--- src/rtl/pwm_pkg.sv ---
`default_nettype none
// ============================================================================
// Module : pwm_pkg
// Shared mode/direction encodings and default sizes for the PWM compare bank.
// Rev    : 1.0
// ============================================================================
package pwm_pkg;

  localparam logic MODE_EDGE   = 1'b0;
  localparam logic MODE_CENTER = 1'b1;

  localparam int DEF_WIDTH    = 7;
  localparam int DEF_CHANNELS = 2;

  typedef enum logic {
    DIR_UP   = 1'b0,
    DIR_DOWN = 1'b1
  } dir_e;

endpackage
`default_nettype wire

--- src/rtl/pwm_ccr_channel.sv ---
`default_nettype none
// ============================================================================
// Module : pwm_ccr_channel
// One compare channel: shadow/active CCR pair, pending flag and PWM compare.
// Rev    : 1.0
// ============================================================================
module pwm_ccr_channel
  import pwm_pkg::*;
#(
  parameter int WIDTH = DEF_WIDTH
) (
  input  logic             clk,
  input  logic             rst,
  input  logic             i_run,
  input  logic [WIDTH-1:0] i_tcr,
  input  logic             i_load,
  input  logic             i_wr,
  input  logic [WIDTH-1:0] i_wr_data,
  output logic             o_pending,
  output logic             o_pwm
);

  logic [WIDTH-1:0] r_shadow;
  logic [WIDTH-1:0] r_active;
  logic             r_pending;

  always_ff @(posedge clk) begin
    if (rst) begin
      r_shadow  <= '0;
      r_active  <= '0;
      r_pending <= 1'b0;
    end else begin
      if (i_wr) begin
        r_shadow <= i_wr_data;
      end
      // A write landing on a load edge bypasses the shadow so it is never lost.
      if (i_load) begin
        r_active  <= i_wr ? i_wr_data : r_shadow;
        r_pending <= 1'b0;
      end else if (i_wr) begin
        r_pending <= 1'b1;
      end
    end
  end

  assign o_pending = r_pending;
  assign o_pwm     = i_run & (i_tcr < r_active);

endmodule
`default_nettype wire

--- src/rtl/pwm_ccr_bank.sv ---
`default_nettype none
// ============================================================================
// Module : pwm_ccr_bank
// Shared edge/center-aligned timer driving a bank of buffered compare channels.
// Rev    : 1.0
// ============================================================================
module pwm_ccr_bank
  import pwm_pkg::*;
#(
  parameter  int WIDTH    = DEF_WIDTH,
  parameter  int CHANNELS = DEF_CHANNELS,
  localparam int CH_W     = (CHANNELS > 1) ? $clog2(CHANNELS) : 1
) (
  input  logic                clk,
  input  logic                rst,
  input  logic                enable,
  input  logic                center_mode,
  input  logic [WIDTH-1:0]    period_in,
  input  logic                wr_en,
  input  logic [CH_W-1:0]     wr_ch,
  input  logic [WIDTH-1:0]    wr_data,
  output logic [WIDTH-1:0]    tcr_out,
  output logic                update,
  output logic [CHANNELS-1:0] pending,
  output logic [CHANNELS-1:0] pwm_out
);

  logic [WIDTH-1:0] r_tcr;
  logic [WIDTH-1:0] r_period_sh;
  logic [WIDTH-1:0] r_period_act;
  logic             r_mode;
  logic             r_run;
  logic             r_update;
  dir_e             r_dir;

  logic [WIDTH-1:0] w_tcr_step;
  dir_e             w_dir_next;
  logic             w_at_top;
  logic             w_wrap;
  logic             w_event;
  logic             w_load;

  // Next count and direction; a step that lands on 0 is the update event.
  always_comb begin
    w_tcr_step = '0;
    w_dir_next = r_dir;
    w_at_top   = (r_tcr >= r_period_act);
    if (r_mode == MODE_EDGE) begin
      w_tcr_step = w_at_top ? '0 : r_tcr + 1'b1;
      w_dir_next = DIR_UP;
    end else begin
      case (r_dir)
        DIR_UP: begin
          if (w_at_top) begin
            w_tcr_step = (r_period_act == '0) ? '0 : r_period_act - 1'b1;
            w_dir_next = DIR_DOWN;
          end else begin
            w_tcr_step = r_tcr + 1'b1;
          end
        end
        DIR_DOWN: begin
          w_tcr_step = (r_tcr == '0) ? '0 : r_tcr - 1'b1;
        end
        default: begin
          w_tcr_step = '0;
          w_dir_next = DIR_UP;
        end
      endcase
    end
    w_wrap  = (w_tcr_step == '0);
    // Leaving the parked state starts a fresh period exactly like a wrap.
    w_event = ~r_run | w_wrap;
    if (w_event) begin
      w_dir_next = DIR_UP;
    end
  end

  always_ff @(posedge clk) begin
    if (rst || !enable) begin
      r_dir <= DIR_UP;
    end else begin
      r_dir <= w_dir_next;
    end
  end

  always_ff @(posedge clk) begin
    if (rst) begin
      r_tcr        <= '0;
      r_period_sh  <= '0;
      r_period_act <= '0;
      r_mode       <= MODE_EDGE;
      r_run        <= 1'b0;
      r_update     <= 1'b0;
    end else begin
      r_period_sh <= period_in;
      if (!enable) begin
        r_tcr        <= '0;
        r_run        <= 1'b0;
        r_update     <= 1'b0;
        r_period_act <= r_period_sh;
        r_mode       <= center_mode;
      end else begin
        r_run    <= 1'b1;
        r_update <= w_event;
        if (w_event) begin
          r_tcr        <= '0;
          r_period_act <= r_period_sh;
          r_mode       <= center_mode;
        end else begin
          r_tcr <= w_tcr_step;
        end
      end
    end
  end

  // While parked the active registers follow the shadows every cycle.
  assign w_load = ~enable | w_event;

  // Out-of-range channel indices match no instance and are dropped.
  for (genvar c = 0; c < CHANNELS; c++) begin : g_ch
    pwm_ccr_channel #(
      .WIDTH(WIDTH)
    ) u_ch (
      .clk       (clk),
      .rst       (rst),
      .i_run     (r_run),
      .i_tcr     (r_tcr),
      .i_load    (w_load),
      .i_wr      (wr_en && (wr_ch == CH_W'(c))),
      .i_wr_data (wr_data),
      .o_pending (pending[c]),
      .o_pwm     (pwm_out[c])
    );
  end

  assign tcr_out = r_tcr;
  assign update  = r_update;

endmodule
`default_nettype wire

--- config.mk ---
export PLATFORM = sky130hd
export DESIGN_NAME = pwm_ccr_bank
export DESIGN_NICKNAME = d
export VERILOG_FILES = /design/src/rtl/pwm_pkg.sv /design/src/rtl/pwm_ccr_channel.sv /design/src/rtl/pwm_ccr_bank.sv
export SDC_FILE = /design/constraint.sdc
export NUM_CORES = 1
export LEC_CHECK = 0
export CORE_AREA = 2 2 74 76
export CTS_BUF_LIST = sky130_fd_sc_hd__clkbuf_8
export DETAILED_ROUTE_END_ITERATION = 10
export DIE_AREA = 0 0 76 78
export MAX_ROUTING_LAYER = met4
export PLACE_DENSITY = 0.78
export SLEW_MARGIN = 0
export SYNTH_ARGS = -nofsm -noshare
export SYNTH_HDL_FRONTEND = slang
export SYNTH_SLANG_ARGS = --single-unit
--- constraint.sdc ---
create_clock -name clk -period 3 [get_ports clk]
set_input_delay 0.9 -clock clk [delete_from_list [all_inputs] [get_ports clk]]
set_output_delay 0.9 -clock clk [all_outputs]
set_load 0.01 [all_outputs]
==> Word-level counts from Yosys, hierarchy flattened <==
Cells that the tools add are included.
{ "word_totals": {"reg_bits": 55, "input_bits": 20, "out_inout_bits": 12} }
{ "op_classes": {"addsub": 3, "order_cmp": 3, "eq_ne": 1, "mux": 15, "bitwise": 9, "n_reduce_logical": 11} }
{ "op_table": {"columns": ["cell", "count"], "rows": [
  ["$mux W7", 9],
  ["$logic_not A7 Y1", 3],
  ["$lt A7 B7 Y1", 2],
  ["$pmux W7 S2", 1],
  ["$sub A7 B1 Y7 const B", 2],
  ["$add A7 B1 Y7 const B", 1],
  ["$ge A7 B7 Y1", 1],
  ["$reduce_or A3 Y1", 2],
  ["$mux W1", 5],
  ["$not A1 Y1", 5],
  ["$reduce_or A2 Y1", 2],
  ["$and A1 B1 Y1", 2],
  ["$logic_and A1 B1 Y1", 2],
  ["$ne A2 B1 Y1 const B", 1],
  ["$or A1 B1 Y1", 2],
  ["$logic_not A1 Y1", 1],
  ["$logic_or A1 B1 Y1", 1]
]} }

==> Logic depth before layout (Yosys ltp) <==
Gate-level depths: netlist of the first run.
{ "depth": {"depth_word": 9, "ltp_mapped": 11} }

==> By module <==
Synthesis of the first run repeated with hierarchy kept, for this count alone.
{ "unflattened": {"cells_unflattened": 297, "area_unflattened_um2": 2869.0} }
{ "by_module_without_submodules": {"columns": ["mod", "n_inst", "cells_each", "area_per_inst_um2", "seq_area_each_um2"], "rows": [
  ["pwm_ccr_bank", 1, 167, 1522.7, 500.5],
  ["pwm_ccr_channel", 2, 65, 673.1, 300.3]
]} }

==> Least setup slack after synthesis of the first run <==
OpenSTA, ideal clock, no wires.
{ "synth_timing": {"path_type": "register to register", "from": "register r_tcr[0] (netlist: tcr_out[0])", "to": "register g_ch[0].u_ch.r_active[6]", "setup_time_ns": 0.122, "arrival_ns": 2.591, "setup_slack_ns": 0.287, "stages_incl_launch_ff": 12, "path_buffers": 1, "period_less_slack_ns": 2.713, "cell_sequence": "dfxtp_1 inv_1 ha_1 nand2b_1 a211oi_1 o31a_1 a211oi_1 a211oi_1 and4_1 a21oi_4 buf_6 a2bb2oi_2"} }
{ "synth_between": {"elab_chain_len": 7, "elab_cells_between_ends": 12, "cone_classes": "add/sub (2); order compare (1); mux (5); bitwise (2); reduce/logical (2)"} }
{ "synth_rtl": {"columns": ["item", "line_no", "rtl"], "rows": [
  ["from (decl)", "pwm_ccr_bank.sv:28", "logic [WIDTH-1:0] r_tcr;"],
  ["from (signal assigned)", "pwm_ccr_bank.sv:110", "r_tcr <= w_tcr_step;"],
  ["$sub A7 B1 Y7, or another cell as far along", "pwm_ccr_bank.sv:62", "w_tcr_step = (r_tcr == '0) ? '0 : r_tcr - 1'b1;"],
  ["$mux W7, on equally long branches", "pwm_ccr_bank.sv:62, pwm_ccr_bank.sv:54", null],
  ["$pmux W7 S2", "pwm_ccr_bank.sv:52", "case (r_dir)"],
  ["$mux W7 *", "pwm_ccr_bank.sv:48", "if (r_mode == MODE_EDGE) begin"],
  ["$logic_not A7 Y1 *", "pwm_ccr_bank.sv:70", "w_wrap = (w_tcr_step == '0);"],
  ["$or A1 B1 Y1 *", "pwm_ccr_bank.sv:72", "w_event = ~r_run | w_wrap;"],
  ["$or A1 B1 Y1 *", "pwm_ccr_bank.sv:117", "assign w_load = ~enable | w_event;"],
  ["to (signal assigned)", "pwm_ccr_channel.sv:38", "r_active <= i_wr ? i_wr_data : r_shadow;"],
  ["to (decl)", "pwm_ccr_channel.sv:24", "logic [WIDTH-1:0] r_active;"]
]} }
Mark *: on every way between the ends. The rest lies on a longest branch, timed or not.
A chain may end at the register's enable or synchronous reset.

==> Worst setup path in the final report of the first run <==
{ "layout_timing": {"from": "register r_tcr[1] (netlist: tcr_out[1])", "to": "output port pwm_out[0]"} }
{ "layout_between": {"elab_chain_len": 2} }
{ "layout_rtl": {"columns": ["item", "line_no", "rtl"], "rows": [
  ["$lt A7 B7 Y1", "pwm_ccr_channel.sv:47", "assign o_pwm = i_run & (i_tcr < r_active);"],
  ["$and A1 B1 Y1", "pwm_ccr_channel.sv:47", null],
  ["to (decl)", "pwm_ccr_bank.sv:25", "output logic [CHANNELS-1:0] pwm_out"]
]} }
No other way between the ends.

==> metrics, run 1 <==
CP startpoint kind=register; setup TNS=0 ns; Async SR Flop Fraction=0%; drt wl/cell=14.45 um; r2r worst-path depth=11; largest net degree at the start of global routing=38; most frequent CP cell=a21o_1; final hold slack=0.4529 ns; reg2reg end=r_period_act[4]$_SDFFE_PP0P_; post-synthesis mux area share=3.102%; Adder-Cell Fraction of Synth Area=10.34%; Seq/Total Area, Yosys=37.91%; CTS Sinks=55; vias in the first global route=2113; crit path max fanout=3; Pwr per Cell Area=425.9 mW/mm2; crit path capture type=output pin; critical path endpoint=pwm_out[0]; crit path from=tcr_out[1]$_SDFF_PP0_; slowest library cell on the worst path=dfxtp_4; count leader, synth=dfxtp_1; multi-input combinational cell area=0.001680 mm2; clock latency at the later pin of the worst-skew pair=0.33 ns; Die X=76 um; nets@finish=410; final setup vio count=0; skew final=0.01566 ns; final worst setup slack=0.1141 ns; initial antenna violation count=0; first-pass GRT wire length=10030 um; outcome=finished, final reports clean; Bufs and invs on worst path=1; Compound-Gate Fraction of Synth Area=18.53%; Worst-path clk slew=0.10 ns; drt pass-1 iters=4; Unique masters post-synth=47; total gr overflow=0; Syn-to-layout area delta=21.59%; via count=2339; Placement Setup Slack=-0.02645 ns; hold-critical path depth=2; Synth top area share=37.91%; flop2flop setup slack=0.13 ns; Mapped Cells=323; Yosys reg bits=55; Inserted Clock Buffers=5; clock buffer depth=2; Peak Freq=0.3465 GHz; Cell Rows=26; Primary FF master, synth=dfxtp_1; dpl hpwl=4491 um; Net Count, Synth=367; Die Ht=78 um; Starting DRT DRC Count=158; top cell type by total area after synthesis=dfxtp_1; Max-cap violations=0; Max rail drop VDD=0.4225 mV; mean post-synth cell area=8.991 um2; Fin. Hold Viols=0; die area=0.005928 mm2; Starting Density=57.59%; CTS tree=done; critical path arrival=1.99 ns; RePlAce Congestion=0.9201; Root Driver=clkbuf_8; post-DR vias/cell=5.352; num ports=32; combinational family with the most area after synthesis=simple AND/OR/NAND/NOR gates; Final Cell Area=0.003531 mm2; crit share post-route=96.20%; DRC=0; final wirelength=6313 um; simple-gate portion of the synthesized area=20.68%; # port buffers=31; crit-path cells=ha_4 -> a21o_1 -> a21o_1 -> a21o_1 -> a21oi_2 -> nor2b_1 -> o21ai_1 -> and3b_1 -> buf_2; WS Path Type=register to output pin; DRT antenna net count=0; Placed Area=0.003361 mm2; relative slew slack=59.98%; Tot GR Track Use=22.01%; htree depth=2; layout cells sized above 1=15.26%; XOR/XNOR Fraction of Synth Area=3.016%; ant diodes=0; Worst Tran Pin Value=0.5909 ns; Post-Syn Area=0.002904 mm2; Yosys warning total=0; number of synthesized flops with an enable pin=0; max-slew violations=0; Leak Pwr=0.001411 uW; total power=1504 uW; top cells by count, synth=dfxtp_1, nand2_1, ha_1, inv_1, a21oi_1; Top delay family on crit path=compound AO/OA/AOI/OAI gates; min Tclk post-route=2.886 ns; Max stage delay on crit path=0.38 ns; WP depth=9; hold crit path type=register to register; FF-to-FF Start=tcr_out[0]$_SDFF_PP0_; total core area=0.005042 mm2; # fillers=398; Reg area=0.001107 mm2; dominant cells by area after synthesis=dfxtp_1, ha_1, nand2b_1; Crit path required time=2.10 ns
## how the worst min path moves through the flow
| stage | end | slack, ns | from |
|---|---|---|---|
| 2_1_floorplan | r_period_act[0]$_SDFFE_PP0P_ | 0.43 | r_period_sh[0]$_SDFF_PP0_ |
| 3_3_place_gp | r_period_act[6]$_SDFFE_PP0P_ | 0.44 | r_period_sh[6]$_SDFF_PP0_ |
| 3_5_place_dp | r_period_act[1]$_SDFFE_PP0P_ | 0.44 | r_period_sh[1]$_SDFF_PP0_ |
| 4_1_cts | r_period_act[3]$_SDFFE_PP0P_ | 0.46 | r_period_sh[3]$_SDFF_PP0_ |
| 5_1_grt | g_ch[0].u_ch.r_active[5]$_SDFFE_PP0P_ | 0.48 | g_ch[0].u_ch.r_active[5]$_SDFFE_PP0P_ |
| 6_report | r_period_act[3]$_SDFFE_PP0P_ | 0.45 | r_period_sh[3]$_SDFF_PP0_ |
## power by group
part | switching, uW | leakage (uW) | total (uW) | internal [uW]
registers | 14.2 | 0.000452 | 780 | 766
clock network | 270 | 0.0000519 | 448 | 178
logic | 141 | 0.000906 | 276 | 135
## cells by family after synthesis
family	after synthesis
AOI/OAI and AO/OA	70
muxes	9
and+or+nand+nor	115
xor gates and xnor gates	10
buffers and inverters	40
DFF	55
adders and majority gates	24
## layout by cell type (no fill, tap or decap), types with 13 or more instances in the layout
cell / count
nand2_1: 33
nand2b_1: 20
a21oi_1: 20
clkdlybuf4s50_1: 29
nor2_1: 16
inv_1: 22
ha_1: 22
buf_4: 19
nand3_1: 13
dfxtp_1: 52
## metrics by stage
stage               instances  utilization (%)
finish                    437            70.02
floorplan                 323                -
global route              437            70.02
CTS                       435            68.61
detailed placement        427            66.65
global placement          427            66.65
## flip-flops by register name, indices dropped and copies added, names as in the netlist
name	flops
r_dir	1
r_mode	1
r_period_sh	7
g_ch.u_ch.o_pending	2
g_ch.u_ch.r_shadow	14
tcr_out	7
g_ch.u_ch.r_active	14
r_run	1
r_period_act	7
update	1
## layer usage
layer | up-vias | track usage, % | part of all wire (%)
met2 | 75 | 32.86 | 44
met5 | - | - | 0
li1 | 1199 | - | -
met1 | 1056 | 29.93 | 48
met3 | 9 | 4.186 | 6.3
met4 | 0 | 8.000 | 1.8
## repair_timing
action,4_1_cts,5_1_grt
hold endpoints to repair,0,0
gates cloned,0,1
endpoints found under the setup margin,2,28
resized for setup,11,17
setup buffers,0,1
pin swaps,1,13
hold buffers,0,0
## cell type report
| cell class | count | share of cell area (%) |
|---|---|---|
| clock buffers | 5 | 1.949 |
| clock inverters | 3 | 0.9568 |
| inverters | 24 | 2.551 |
| flip-flops and latches | 55 | 31.36 |
| well taps | 70 | 2.481 |
| repair buffers | 51 | 13.11 |
| multi-input cells | 229 | 47.59 |
## worst reg2reg max path, delay by kind of cell (launching register included)
| family | cells | cell delay (ns) |
|---|---|---|
| fa+ha+maj | 1 | 0.28 |
| simple gates | 2 | 0.36 |
| flops | 1 | 0.39 |
| buf+inv | 2 | 0.28 |
| compound gates | 5 | 1.30 |
| mux | 1 | 0.20 |
Note: power is estimated with default switching activity, not from simulation.
==> run 2, diff against run 1 <==
CORE_AREA = 2 2 81 68   (was 2 2 74 76)
CTS_BUF_LIST = unset   (was sky130_fd_sc_hd__clkbuf_8)
DIE_AREA = 0 0 83 70   (was 0 0 76 78)
DONT_BUFFER_PORTS = 1   (was unset)
PLACE_DENSITY = 0.72   (was 0.78)
==> metrics, run 2 (synthesized netlist as in run 1, its figures left out) <==
crit path capture type=register; Max-cap violations=0; Crit path required time=3.23 ns; Worst-path clk slew=0.11 ns; drt pass-1 iters=4; Syn-to-layout area delta=10.64%; Max rail drop VDD=0.3375 mV; initial antenna violation count=0; skew final=0.009851 ns; # port buffers=0; Inserted Clock Buffers=5; M1 WL=3312 um; via count=2258; Fin. Hold Viols=0; crit-path cells=inv_1 -> ha_1 -> nand2b_1 -> a211oi_2 -> o31a_1 -> a211oi_2 -> a211oi_1 -> and4_2 -> a21oi_4 -> buf_12 -> o22a_1; outcome=finished, final reports clean; die area=0.005810 mm2; post-DR vias/cell=5.702; min Tclk post-route=2.870 ns; Hold Buf Count CTS=0; ant diodes=0; dpl hpwl=4748 um; nets@finish=374; Worst Tran Pin Value=0.6204 ns; clock share of power=30.4%; biggest regs=g_ch.u_ch.r_active: 14 flops, g_ch.u_ch.r_shadow: 14 flops; drt wl/cell=16.24 um; final wirelength=6430 um; max-slew violations=0; Max stage delay on crit path=0.39 ns; Logic pwr share=15.8%; DRT antenna net count=0; CTS Sinks=55; Die Ht=70 um; RePlAce Congestion=0.9501; slowest library cell on the worst path=a211oi_1; switching share of power=28.03%; clock latency at the later pin of the worst-skew pair=0.32 ns; Placed Instances=386; wire length on met3=300 um; crit share post-route=95.67%; first-pass GRT wire length=10690 um; Peak Freq=0.3484 GHz; hold crit path type=register to register; Pwr per Cell Area=453.0 mW/mm2; CP startpoint kind=register; Starting Density=56.55%; Starting DRT DRC Count=115; clock buffer depth=2; DRC=0; most frequent cells in the layout=dfxtp_1, nand2_1, inv_1, ha_1, a21oi_1; Cell Rows=24; met2 routed WL=2729 um; final setup vio count=0; largest net degree at the start of global routing=39; Tot GR Track Use=23.86%; CTS tree=done; Die X=83 um; most frequent CP cell=a211oi_2; highest metal layer with signal wires=met4; vias in the first global route=2161; num ports=32; Root Driver=clkbuf_8; WS Path Type=register to register; Placement Setup Slack=0.02447 ns; final worst setup slack=0.1300 ns; total gr overflow=0; relative slew slack=57.99%; total core area=0.005135 mm2; most common cell after layout, fill and taps aside=dfxtp_1; critical path arrival=3.10 ns; Leak Pwr=0.001276 uW; layout cells sized above 1=16.92%; P_sw=408.1 uW; Seq pwr share=53.7%; Int Power=1048 uW; final cell count without fillers=396; htree depth=2; crit path max fanout=16
-- run 2: cell types whose count changed in the layout (fill, tap and decap cells not counted), sizes merged --
cell           change
a21oi              -1
clkdlybuf4s50     -29
inv                -1
buf                -6
clkinv             +1
-- run 2: worst max-delay path, delay by kind of cell, from the launching register on --
kind	cells	cell delay, ns
AO/OA/AOI/OAI	6	1.39
AND/OR/NAND/NOR	2	0.52
flip-flops	1	0.35
adder cells (fa/ha/maj)	1	0.28
buffers and inverters	2	0.24
-- run 2: per-layer routing --
layer | track usage, % | vias up
met5 | - | -
met4 | 8.379 | 0
met3 | 4.492 | 9
met2 | 32.44 | 63
met1 | 35.24 | 1054
li1 | - | 1132
-- run 2: layout make-up --
type / instances / area, um2
flip-flops and latches: 55 / 1111
multi-input cells: 228 / 1678
well taps: 65 / 81.33
repair buffers: 16 / 152.6
inverters: 24 / 92.59
clock inverters: 3 / 28.78
fillers: 439 / 1922
clock buffers: 5 / 68.82
-- run 2: worst paths after layout --
| kind | from | to | slack [ns] | depth (start not counted) |
|---|---|---|---|---|
| setup / recovery | tcr_out[0]$_SDFF_PP0_ | g_ch[0].u_ch.r_active[0]$_SDFFE_PP0P_ | 0.13 | 11 |
| hold / removal | r_period_sh[1]$_SDFF_PP0_ | r_period_act[1]$_SDFFE_PP0P_ | 0.45 | 2 |
| setup reg to reg | tcr_out[0]$_SDFF_PP0_ | g_ch[0].u_ch.r_active[0]$_SDFFE_PP0P_ | 0.13 | 11 |
| hold reg to reg | r_period_sh[1]$_SDFF_PP0_ | r_period_act[1]$_SDFFE_PP0P_ | 0.45 | 2 |
-- run 2: what timing repair did --
action / in CTS / in global routing
pin swaps: 0 / 5
setup buffers: 0 / 2
setup endpoints to repair: 1 / 28
resized for setup: 2 / 26
-- run 2: stage by stage --
step	total power (uW)	instance area (um2)	TNS (ns)	util, %	hold slack (ns)
2_1_floorplan	970.4	2904	0	-	0.4343
3_3_place_gp	999.8	3007	0	58.55	0.4405
3_5_place_dp	1007	3007	0	58.55	0.4470
4_1_cts	1438	3109	0	60.55	0.4569
5_1_grt	1524	3213	-0.05314	62.57	0.4788
6_report	1456	3213	0	62.57	0.4456
-- run 2: power by group through the flow --
stage | clock, uW | combinational, uW | sequential [uW]
3_5_place_dp | 0 | 209 | 798
2_1_floorplan | 0 | 174 | 796
4_1_cts | 447 | 211 | 781
3_3_place_gp | 0 | 203 | 796
6_report | 443 | 230 | 782
5_1_grt | 480 | 257 | 787
==> run 3, diff against run 2 <==
PLACE_DENSITY = 0.71   (was 0.72)
==> metrics, run 3 (synthesized netlist as in run 1, its figures left out) <==
num ports=32; skew final=0.01177 ns; hold crit path type=register to register; via count=2286; FF-to-FF Start=tcr_out[0]$_SDFF_PP0_; final hold slack=0.4568 ns; Worst Hold Launch=r_period_sh[1]$_SDFF_PP0_; DRC=0; Fin. Hold Viols=0; Crit path required time=3.20 ns; drt pass-1 iters=4; clock buffer depth=2; Root Driver=clkbuf_8; Max-cap violations=0; Reg area=0.001111 mm2; setup TNS=0 ns; vias in the first global route=2090; crit path capture type=register; relative slew slack=59.72%; htree depth=2; Max rail drop VDD=0.4169 mV; CTS Sinks=55; critical path arrival=3.10 ns; total core area=0.005135 mm2; crit path max fanout=17; most common cell after layout, fill and taps aside=dfxtp_1; Leak Pwr=0.001341 uW; outcome=finished, final reports clean; most frequent cells in the layout=dfxtp_1, nand2_1, inv_1; crit path from=tcr_out[0]$_SDFF_PP0_; post-DR vias/cell=5.644; final core utilization=65.11%; Die Ht=70 um; Inserted Clock Buffers=5; final worst setup slack=0.1047 ns; ant diodes=0; crit share post-route=96.51%; largest net degree at the start of global routing=39; final setup vio count=0; Hold Buf Count CTS=0; Syn-to-layout area delta=15.12%; Placement Setup Slack=0.04563 ns; multi-input combinational cell area=0.001744 mm2; CTS tree=done; Peak Freq=0.3454 GHz; layout cells sized above 1=20.00%; final wirelength=6600 um; # fillers=429; RePlAce Congestion=0.9399; max-slew violations=0; initial antenna violation count=0; first-pass GRT wire length=10440 um; drt wl/cell=16.30 um; # port buffers=0; Pwr per Cell Area=460.0 mW/mm2; die area=0.005810 mm2; clock latency at the later pin of the worst-skew pair=0.32 ns; WS Path Type=register to register; Worst-path clk slew=0.10 ns; DRT antenna net count=0; nets@finish=383; CP startpoint kind=register; total gr overflow=0; Worst Tran Pin Value=0.5948 ns; Tot GR Track Use=23.34%; Starting Density=56.55%; Die X=83 um; Starting DRT DRC Count=168; biggest regs=g_ch.u_ch.r_active: 14 flops, g_ch.u_ch.r_shadow: 14 flops; dpl hpwl=4631 um; Cell Rows=24; min Tclk post-route=2.895 ns
==> run 3: worst max-delay path, stage by stage, from the launching register on <==
cell and delay, ns:
dfxtp_2 0.35, inv_1 0.09, ha_1 0.32, nand2b_4 0.15, a211oi_2 0.23, o31a_1 0.36, a211oi_2 0.13, buf_4 0.18
a211oi_4 0.26, and4_4 0.33, a21oi_2 0.10, buf_12 0.16, mux2i_1 0.12
==> run 3: final cells by class <==
type / instances / share of cell area [%]
Multi-Input combinational cell: 229 / 52.17
Sequential cell: 55 / 33.23
Timing Repair Buffer: 24 / 6.025
Inverter: 24 / 2.695
Tap cell: 65 / 2.433
Clock buffer: 5 / 2.058
Clock inverter: 3 / 1.385
==> run 3: worst paths after layout <==
kind / to / slack, ns / cells after the start
worst max-delay path: r_period_act[0]$_SDFFE_PP0P_ / 0.10 / 12
worst min-delay path: r_period_act[1]$_SDFFE_PP0P_ / 0.46 / 2
worst max register to register: r_period_act[0]$_SDFFE_PP0P_ / 0.10 / 12
worst min register to register: r_period_act[1]$_SDFFE_PP0P_ / 0.46 / 2
==> run 3: routing by layer <==
layer / global-route usage, % / wire, um / vias up
met4: 6.375 / 66 / 0
met3: 5.437 / 494 / 7
met5: - / 0 / -
li1: - / - / 1145
met2: 33.15 / 2803 / 70
met1: 33.41 / 3235 / 1064
==> run 3: metrics by stage <==
stage / std cells / total power, uW / instance area (um2)
after detailed placement: 391 / 1010 / 3044
after global placement: 391 / 1007 / 3044
after CTS: 400 / 1518 / 3181
final: 405 / 1538 / 3343
after floorplan: 323 / 970.4 / 2904
after global routing: 405 / 1601 / 3343
==> run 3: where the power goes <==
| part | leakage [uW] | switching, uW | internal (uW) |
|---|---|---|---|
| clock network | 0.0000548 | 255 | 252 |
| logic | 0.000833 | 137 | 114 |
| registers | 0.000453 | 14.4 | 765 |
==> run 3: timing repair <==
item | CTS | global route
gates cloned | 1 | 1
gates resized for setup | 6 | 31
pin swaps | 1 | 15
setup endpoints to repair | 23 | 28
setup buffers | 0 | 4
hold endpoints to repair | 0 | 0
